File: config.mk
export PLATFORM = sky130hd
export DESIGN_NAME = axistream_width_downsizer
export DESIGN_NICKNAME = d
export VERILOG_FILES = /design/src/rtl/axistream_width_downsizer.sv
export SDC_FILE = /design/constraint.sdc
export NUM_CORES = 1
export LEC_CHECK = 0
export CAP_MARGIN = 30
export CORE_UTILIZATION = 52
export DETAILED_ROUTE_END_ITERATION = 16
export HOLD_SLACK_MARGIN = 0.06
export PLACE_DENSITY = 0.86
export SYNTH_ARGS = -nofsm -noshare
export SYNTH_HDL_FRONTEND = slang
export SYNTH_SLANG_ARGS = --single-unit
File: constraint.sdc
create_clock -name clk -period 3.2 [get_ports clk]
set_input_delay 0.32 -clock clk [delete_from_list [all_inputs] [get_ports clk]]
set_output_delay 0.32 -clock clk [all_outputs]
set_load 0.02 [all_outputs]
File: src/rtl/axistream_width_downsizer.sv
// AXI-Stream width downsizer: serializes RATIO-lane input beats into single
// OUT_WIDTH lanes, lane 0 first, trimming trailing lanes per tkeep.
module axistream_width_downsizer #(
    parameter int unsigned OUT_WIDTH = 8,
    parameter int unsigned RATIO     = 4
) (
    input  logic                       clk,
    input  logic                       rst,
    input  logic                       src_tvalid,
    output logic                       src_tready,
    input  logic [OUT_WIDTH*RATIO-1:0] src_tdata,
    input  logic [RATIO-1:0]           src_tkeep,
    input  logic                       src_tlast,
    output logic                       dest_tvalid,
    input  logic                       dest_tready,
    output logic [OUT_WIDTH-1:0]       dest_tdata,
    output logic                       dest_tlast,
    output logic                       busy
);

    localparam int unsigned IN_WIDTH = OUT_WIDTH * RATIO;
    localparam int unsigned IDX_W    = (RATIO > 1) ? $clog2(RATIO) : 1;

    typedef enum logic {
        EMPTY = 1'b0,
        SHIFT = 1'b1
    } state_t;

    state_t               state_q;
    state_t               state_d;
    logic [IN_WIDTH-1:0]  data_q;
    logic [IDX_W-1:0]     idx_q;
    logic [IDX_W-1:0]     last_idx_q;
    logic                 tlast_q;
    logic                 rdy_en_q;

    logic                 load_c;
    logic                 advance_c;
    logic                 final_lane_c;
    logic [RATIO-1:0]     keep_eff_c;
    logic [IDX_W-1:0]     cap_last_idx_c;
    logic [OUT_WIDTH-1:0] lane_c;

    // Last lane to emit: highest set keep bit, with lane 0 always present.
    always_comb begin
        keep_eff_c     = src_tkeep | RATIO'(1);
        cap_last_idx_c = '0;
        for (int unsigned i = 0; i < RATIO; i++) begin
            if (keep_eff_c[i]) begin
                cap_last_idx_c = IDX_W'(i);
            end
        end
    end

    always_comb begin
        lane_c = '0;
        for (int unsigned i = 0; i < RATIO; i++) begin
            if (idx_q == IDX_W'(i)) begin
                lane_c = data_q[i*OUT_WIDTH +: OUT_WIDTH];
            end
        end
    end

    assign final_lane_c = (idx_q == last_idx_q);

    always_ff @(posedge clk or negedge rst) begin
        if (!rst) begin
            state_q <= EMPTY;
        end else begin
            state_q <= state_d;
        end
    end

    // Next state; a final-lane handshake may reload in the same cycle.
    always_comb begin
        state_d   = state_q;
        load_c    = 1'b0;
        advance_c = 1'b0;
        case (state_q)
            EMPTY: begin
                if (src_tvalid && rdy_en_q) begin
                    load_c  = 1'b1;
                    state_d = SHIFT;
                end
            end
            SHIFT: begin
                if (dest_tready) begin
                    if (final_lane_c) begin
                        if (src_tvalid) begin
                            load_c = 1'b1;
                        end else begin
                            state_d = EMPTY;
                        end
                    end else begin
                        advance_c = 1'b1;
                    end
                end
            end
            default: state_d = EMPTY;
        endcase
    end

    always_comb begin
        src_tready  = 1'b0;
        dest_tvalid = 1'b0;
        dest_tdata  = '0;
        dest_tlast  = 1'b0;
        busy        = 1'b0;
        case (state_q)
            EMPTY: begin
                src_tready = rdy_en_q;
            end
            SHIFT: begin
                dest_tvalid = 1'b1;
                busy        = 1'b1;
                dest_tdata  = lane_c;
                dest_tlast  = tlast_q && final_lane_c;
                src_tready  = final_lane_c && dest_tready;
            end
            default: ;
        endcase
    end

    // Holding register and lane index.
    always_ff @(posedge clk or negedge rst) begin
        if (!rst) begin
            data_q     <= '0;
            idx_q      <= '0;
            last_idx_q <= '0;
            tlast_q    <= 1'b0;
            rdy_en_q   <= 1'b0;
        end else begin
            rdy_en_q <= 1'b1;
            if (load_c) begin
                data_q     <= src_tdata;
                idx_q      <= '0;
                last_idx_q <= cap_last_idx_c;
                tlast_q    <= src_tlast;
            end else if (advance_c) begin
                idx_q <= idx_q + IDX_W'(1);
            end
        end
    end

endmodule

---- Yosys cells after proc, flatten, opt, wreduce, memory -nomap -nowiden ----
Index checks and enable logic that the tools add are counted.
word-level totals
  register bits after elaboration ......... 39
  output and inout port bits .............. 12
cells by class
  add/sub/neg operators ................... 1
  equal/unequal tests ..................... 4
  mux-type cells .......................... 24
  bitwise logic cells ..................... 1
  reduce and logical (&&, ||, !) cells .... 5
operators with widths
  kind                                           number
  2-to-1 mux 8 bit                               5
  2-to-1 mux 1 bit                               12
  2-to-1 mux 2 bit                               4
  case mux 1 bit (2 select lines)                3
  == test 2 bit, second input constant           2
  logical AND 1 bit                              3
  adder 2 x 1 -> 2 bit, second input constant    1
  == test 2 x 1 -> 1 bit, second input constant  1
  == test 2 bit                                  1
  logical NOT 2 bit                              1
  nonzero test 2 bit                             1
  inverter 1 bit                                 1

---- Longest topological paths before layout ----
Gate-level depths: netlist of run 1.
  depth in word-level cells ............... 6
  mapped depth ............................ 8
  depth with buffers taken out ............ 6

---- Worst setup path before layout of run 1 ----
OpenSTA, ideal clock, no wires.
  path kind ............................... reg-to-output
  start point ............................. register idx_q[1]
  end point ............................... output port dest_tdata[2]
  arrival time ............................ 1.704 ns
  required time ........................... 2.880 ns
  slack ................................... 1.176 ns
  cell stages (with the launch flop) ...... 9
  buffers on the path ..................... 2
  path through ............................ dfrtp_1 > inv_1 > ha_1 > buf_2 > nor2b_1 > clkbuf_1 > a221oi_1 > o31ai_1 > and2_1
between the ends
  longest elaborated chain between the ends .. 6
  elaborated cells between the ends (all ways) .. 9
  classes of those cells .................. eq/ne (3); mux (5); reduce/logical (1)
RTL lines
  what                            RTL line  source
  from (decl)                     32        logic [IDX_W-1:0] idx_q;
  from (signal assigned)          140       idx_q <= idx_q + IDX_W'(1);
  logical NOT 2 bit               58        if (idx_q == IDX_W'(i)) begin
  2-to-1 mux 8 bit (3 in series)  58
  2-to-1 mux 8 bit *              58
  2-to-1 mux 8 bit *              109       case (state_q)
  to (decl)                       16        output logic [OUT_WIDTH-1:0] dest_tdata,
Every way passes the cells marked *; elsewhere a longest branch is shown, timed or not.

---- Worst setup path after layout of run 1 ----
  start point ............................. register idx_q[1]
  end point ............................... output port dest_tdata[1]
The elaborated chain is that of the path after synthesis.

==> results of run 1 <==
-- synthesized netlist by cell type, drive strengths merged (4+ instances only) --
library cell / n / share of area
dfrtp: 39 / 0.47
mux2: 33 / 0.23
nand2: 10 / 0.018
nor2b: 9 / 0.027
and2: 8 / 0.025
a221oi: 7 / 0.030
inv: 7 / 0.013
o31ai: 7 / 0.025
buf: 6 / 0.037
clkbuf: 5 / 0.0090
a21oi: 4 / 0.015
ha: 4 / 0.024
-- how the worst min path moves through the flow --
stage	end	depth (start not counted)	slack [ns]
final	data_q[6]	1	0.12
after global routing	last_idx_q[0]	1	0.19
after CTS	last_idx_q[0]	1	0.15
after detailed placement	data_q[31]	1	0.47
after global placement	data_q[31]	1	0.45
after floorplan	data_q[0]	0	0.02
-- where the power goes --
part	total, mW	internal [mW]	switching [mW]
logic	1.60	0.921	0.680
registers	0.938	0.740	0.199
clock network	0.374	0.196	0.178
-- final cells by class --
cell class                 count  share of cell area
inverter                       7             0.00984
tap                           48              0.0225
clock buffer                   7              0.0361
timing repair buffer          53               0.195
sequential                    39               0.365
multi-input combinational    102               0.369
clock inverter                 1             0.00281
-- critical path, delay by kind of cell (launching register included) --
kind | cells | cell delay (ns)
AO/OA/AOI/OAI | 2 | 0.39
adder cells (fa/ha/maj) | 1 | 0.36
buffers and inverters | 2 | 0.71
flip-flops | 1 | 0.48
AND/OR/NAND/NOR | 2 | 0.47
-- cell families after synthesis --
group | after synthesis
xor+xnor | 2
other cells | 1
simple gates | 33
flops | 39
buf+inv | 18
fa+ha+maj | 4
compound gates | 26
mux | 36
-- timing repair --
| item | CTS | global route |
|---|---|---|
| setup endpoints to repair | 7 | 7 |
| endpoints found under the hold margin | 0 | 0 |
| resized for setup | 1 | 1 |
-- registers in the layout, summed over array words and instances, names as in the netlist --
signal / count
last_idx_q: 2
state_q: 1
data_q: 32
rdy_en_q: 1
idx_q: 2
tlast_q: 1
-- layer usage --
metal,share of wire,global-route usage,up-vias
li1,-,-,653
met1,0.42,0.258,708
met2,0.51,0.397,38
met3,0.043,0.0625,9
met4,0.026,0.103,0
met5,0,0,-
==> flow_summary.ini, run 1 <==
[global_route]
grt_pass1_vias = 1517
grt_max_degree = 40
grt_util_all_layers = 0.228
grt_pass1_wl_um = 7090
antenna_found_initial = 0
grt.overflow.total = 0

[critical_path]
critPathSlowestCell = clkdlybuf4s50_1
r2r_end = data_q[1]
arrival_ns = 2.72
r2r-start = state_q
ff2ff_path_depth = 4
startpoint = idx_q[1]
crit_fanout = 10
cp-endpoint = dest_tdata[1]
cp-end-kind = output pin
rrSetupSlack_ns = 1.13
cp.required_ns = 2.88
critPathMaxStageDelay_ns = 0.61
path_cells = inv_1, ha_1, nor2b_4, a221oi_1, o31ai_1, and2_1, clkdlybuf4s50_1
crit_type = reg2out
start_kind = register

[sta]
tns_ns = 0
setup_viol = 0
skew_ns = 0.00604
fin_crit_ns = 3.04
finalCritPeriodShare = 0.949
fin_hold_ws_ns = 0.125
tightest_slew_ns = 0.852
setup_slack_ns = 0.164
grt_setup_unrepaired = no
fmaxAchievable_ghz = 0.329
maxSlewViolCount = 0
finalHoldViolCount = 0
relSlewSlack = 0.432

[logic_synthesis]
seq_area_frac_synth = 0.470
synthSimpleGateAreaFrac = 0.0874
synth-async-reset-ratio = 1.00
syn-num-nets = 204
synth_compound_area_frac = 0.0976
synthXorXnorAreaFrac = 0.0157
yosysWarnings = 0
synth_cell_types = 31
synth_area_um2 = 2080
ys_ff_latch = 39
synth_fa_ha_area_frac = 0.0241
synth_cells = 159
synth_edf_count = 0
avgSynthCellArea_um2 = 13.1
synth_top_family_by_area = multiplexers
synthMuxAreaShare = 0.244
synth_ff_type = dfrtp_1

[floorplanning]
ioPinCount = 53
start_util = 0.554
die_y_um = 65.2
die_area_um2 = 4250
core-area_um2 = 3740
num_rows = 22
fp.dieW_um = 65.2

[clock_network]
cts_tree = done
clock-sinks = 39
clk_latency_ns = 0.30
cts_made_buffers = 5
clk_pin_slew_ns = 0.08
hold_buffers = 0
root_buffer = clkbuf_8
cts_setup_buffers = 0
cts_buffer_depth = 2
htreeDepth = 2

[cells_and_area]
final_common_cell = clkdlybuf4s50_1
final_area_um2 = 2670
final_core_util = 0.714
drive_gt1_frac = 0.254
seq_area_um2 = 976
antenna_cells = 0
area_delta_synth_final_pct = 28.7
final-instance-count-excl-fill = 257
multi_input_area_um2 = 985
fillers = 259
nets = 253
final_cell_mix = clkdlybuf4s50_1, dfrtp_1, mux2_4

[detailed_routing]
wire_per_inst_um = 17.3
firstDrtPassIters = 4
drc = 0
ant_nets = 0
routed_wl_um = 4460
viasPerCell = 5.48
first_iter_violations = 56
via_count = 1408

[placed_design]
gp_congestion = 0.794
portBuffers = 51
dpl.hpwl_um = 3100
dp_cells = 249
pre_cts_ws_ns = 0.246
place_area_um2 = 2560

[power_and_ir_drop]
p_leak_nw = 1.16
finalPower_mw = 2.91
cellPowerDensity_nw_per_um2 = 1090
peakVddDrop_mv = 0.536

[hold_path]
hold_class = in2async

[run]
drv_cap = 0

[status]
status = complete, no violations
Note: power is estimated with default switching activity, not from simulation.
==> inputs of run 2 (changes only) <==
- ABC_AREA: default -> 1
- CORE_ASPECT_RATIO: default -> 2
- CORE_UTILIZATION: 52 -> 53
- PLACE_DENSITY: 0.86 -> 0.87
==> run 2 against run 1 <==
  * Utilization shrank 2.7 points
  * Global-route usage rose by 1.3 points
  * Die area increased by 3.5%
  * Power shrank 8.0%
  * Critical endpoint is now dest_tdata[4]
==> flow_summary.ini, run 2 <==
[status]
status = complete, no violations

[clock_network]
root_buffer = clkbuf_8
cts_made_buffers = 5
cts_buffer_depth = 2
clk_latency_ns = 0.29
hold_buffers = 0
clk_pin_slew_ns = 0.07
ctsResizeCount = 0
cts_setup_buffers = 0
htreeDepth = 2
clock-sinks = 39
cts_tree = done

[power_and_ir_drop]
finalPower_mw = 2.68
peakVddDrop_mv = 0.952
p_leak_nw = 1.29
cellPowerDensity_nw_per_um2 = 1000

[floorplanning]
start_util = 0.562
core-area_um2 = 3880
num_rows = 32
die_area_um2 = 4400
fp.dieW_um = 47.4
die_y_um = 92.8
ioPinCount = 53

[detailed_routing]
routed_wl_um = 4670
viasPerCell = 5.29
maxUsedRoutingLayer = met4
wire_per_inst_um = 13.6
wl_met1_um = 1750
met3_length_um = 180
wl_met2_um = 2490
drc = 0
via_count = 1816
ant_nets = 0
firstDrtPassIters = 4
first_iter_violations = 34

[sta]
setup_slack_ns = 0.481
setup_viol = 0
relSlewSlack = 0.426
tightest_slew_ns = 0.861
fin_crit_ns = 2.72
maxSlewViolCount = 0
finalCritPeriodShare = 0.850
tns_ns = 0
fmaxAchievable_ghz = 0.368
skew_ns = 0.00368
fin_hold_ws_ns = 0.139
grt_setup_unrepaired = no
finalHoldViolCount = 0

[critical_path]
cp-end-kind = output pin
arrival_ns = 2.40
start_kind = register
crit_fanout = 9
crit_type = reg2out
cp.required_ns = 2.88

[logic_synthesis]
synth_cell_types = 24
syn-num-nets = 294
synth_top_cell_area_share = 0.447
synth_most_common_cell = nand2_1
synth_area_um2 = 2180
synth_top_cell_by_area = dfrtp_1
seq_area_frac_synth = 0.447
synth_ff_type = dfrtp_1
synth_cells = 249
ys_ff_latch = 39
yosysWarnings = 0
synth_area_leaders = dfrtp_1, nand2_1, nand3_2, nand3_1, a21oi_1
synth_edf_count = 0
avgSynthCellArea_um2 = 8.77
synth_common_cells = nand2_1, dfrtp_1, nand3_2, nand3_1
synth-async-reset-ratio = 1.00

[run]
drv_cap = 0

[placed_design]
place_area_um2 = 2590
dpl.hpwl_um = 3410
dp_cells = 337
pre_cts_ws_ns = 0.805
gp_congestion = 0.866
portBuffers = 51

[cells_and_area]
top_register = data_q
final_cell_mix = nand2_1, clkdlybuf4s50_1, dfrtp_1
nets = 338
largest_reg_flops = 32
final_core_util = 0.687
final_area_um2 = 2670
top_regs = data_q x32, idx_q x2, last_idx_q x2
final_common_cell = nand2_1
antenna_cells = 0
area_delta_synth_final_pct = 22.1
drive_gt1_frac = 0.144
final-instance-count-excl-fill = 343
fillers = 337

[global_route]
grt.overflow.total = 0
grt_pass1_wl_um = 7450
grt_max_degree = 40
grt_pass1_vias = 1693
antenna_found_initial = 0
grt_util_all_layers = 0.241

[hold_path]
hold_class = in2async
## run 2: changes by cell type after synthesis, sizes merged, moves of 2 or more
cell / delta
nand2: +83
nand3: +43
mux2: -33
o21ai: +15
a21oi: +12
nor2b: -9
and2: -8
a221oi: -7
o31ai: -7
buf: +5
inv: +4
mux2i: -3
a31o: -2
o22ai: -2
## run 2: critical path, cell delays in order (launching register included)
cell             delay [ns]
dfrtp_1                0.45
ha_1                   0.34
inv_1                  0.22
nand3_1                0.11
nand2_1                0.12
o21ai_0                0.10
a21oi_1                0.15
clkdlybuf4s50_1        0.62
## run 2: worst paths after layout
path / start / to / slack [ns] / cells past startpoint
max: idx_q[0] / dest_tdata[4] / 0.48 / 7
min: rst / data_q[10] / 0.14 / 1
max reg2reg: state_q / data_q[3] / 1.41 / 5
min reg2reg: data_q[31] / data_q[31] / 0.47 / 2
max in group asynchronous: rst / data_q[19] / 2.53 / 1
min in group clk: data_q[31] / data_q[31] / 0.47 / 2
## run 2: metal layers
| layer | vias up | GRT usage |
|---|---|---|
| met4 | 0 | 0.157 |
| li1 | 888 | - |
| met1 | 847 | 0.269 |
| met3 | 19 | 0.0487 |
| met5 | - | 0 |
| met2 | 62 | 0.387 |
## run 2: area by class of cell
class / instances / area (um2) / share of cell area
multi-input cells: 183 / 993 / 0.372
flip-flops and latches: 39 / 976 / 0.366
repair buffers: 53 / 520 / 0.195
clock buffers: 6 / 72.6 / 0.0272
well taps: 51 / 63.8 / 0.0239
inverters: 11 / 41.3 / 0.0155
## run 2: report_power, final
part	total, mW	switching [mW]	internal, mW
combinational	1.50	0.910	0.586
clock	0.301	0.156	0.145
sequential	0.883	0.159	0.724
total	2.68	1.22	1.45
## run 2: kinds of logic after synthesis
logic type / after synthesis / share of synthesized area
other: 1 / 0.00172
XOR/XNOR: 1 / 0.00401
flip-flops: 39 / 0.447
AO/OA/AOI/OAI: 35 / 0.0859
adder cells (fa/ha/maj): 4 / 0.0229
AND/OR/NAND/NOR: 142 / 0.340
buffers and inverters: 27 / 0.0985
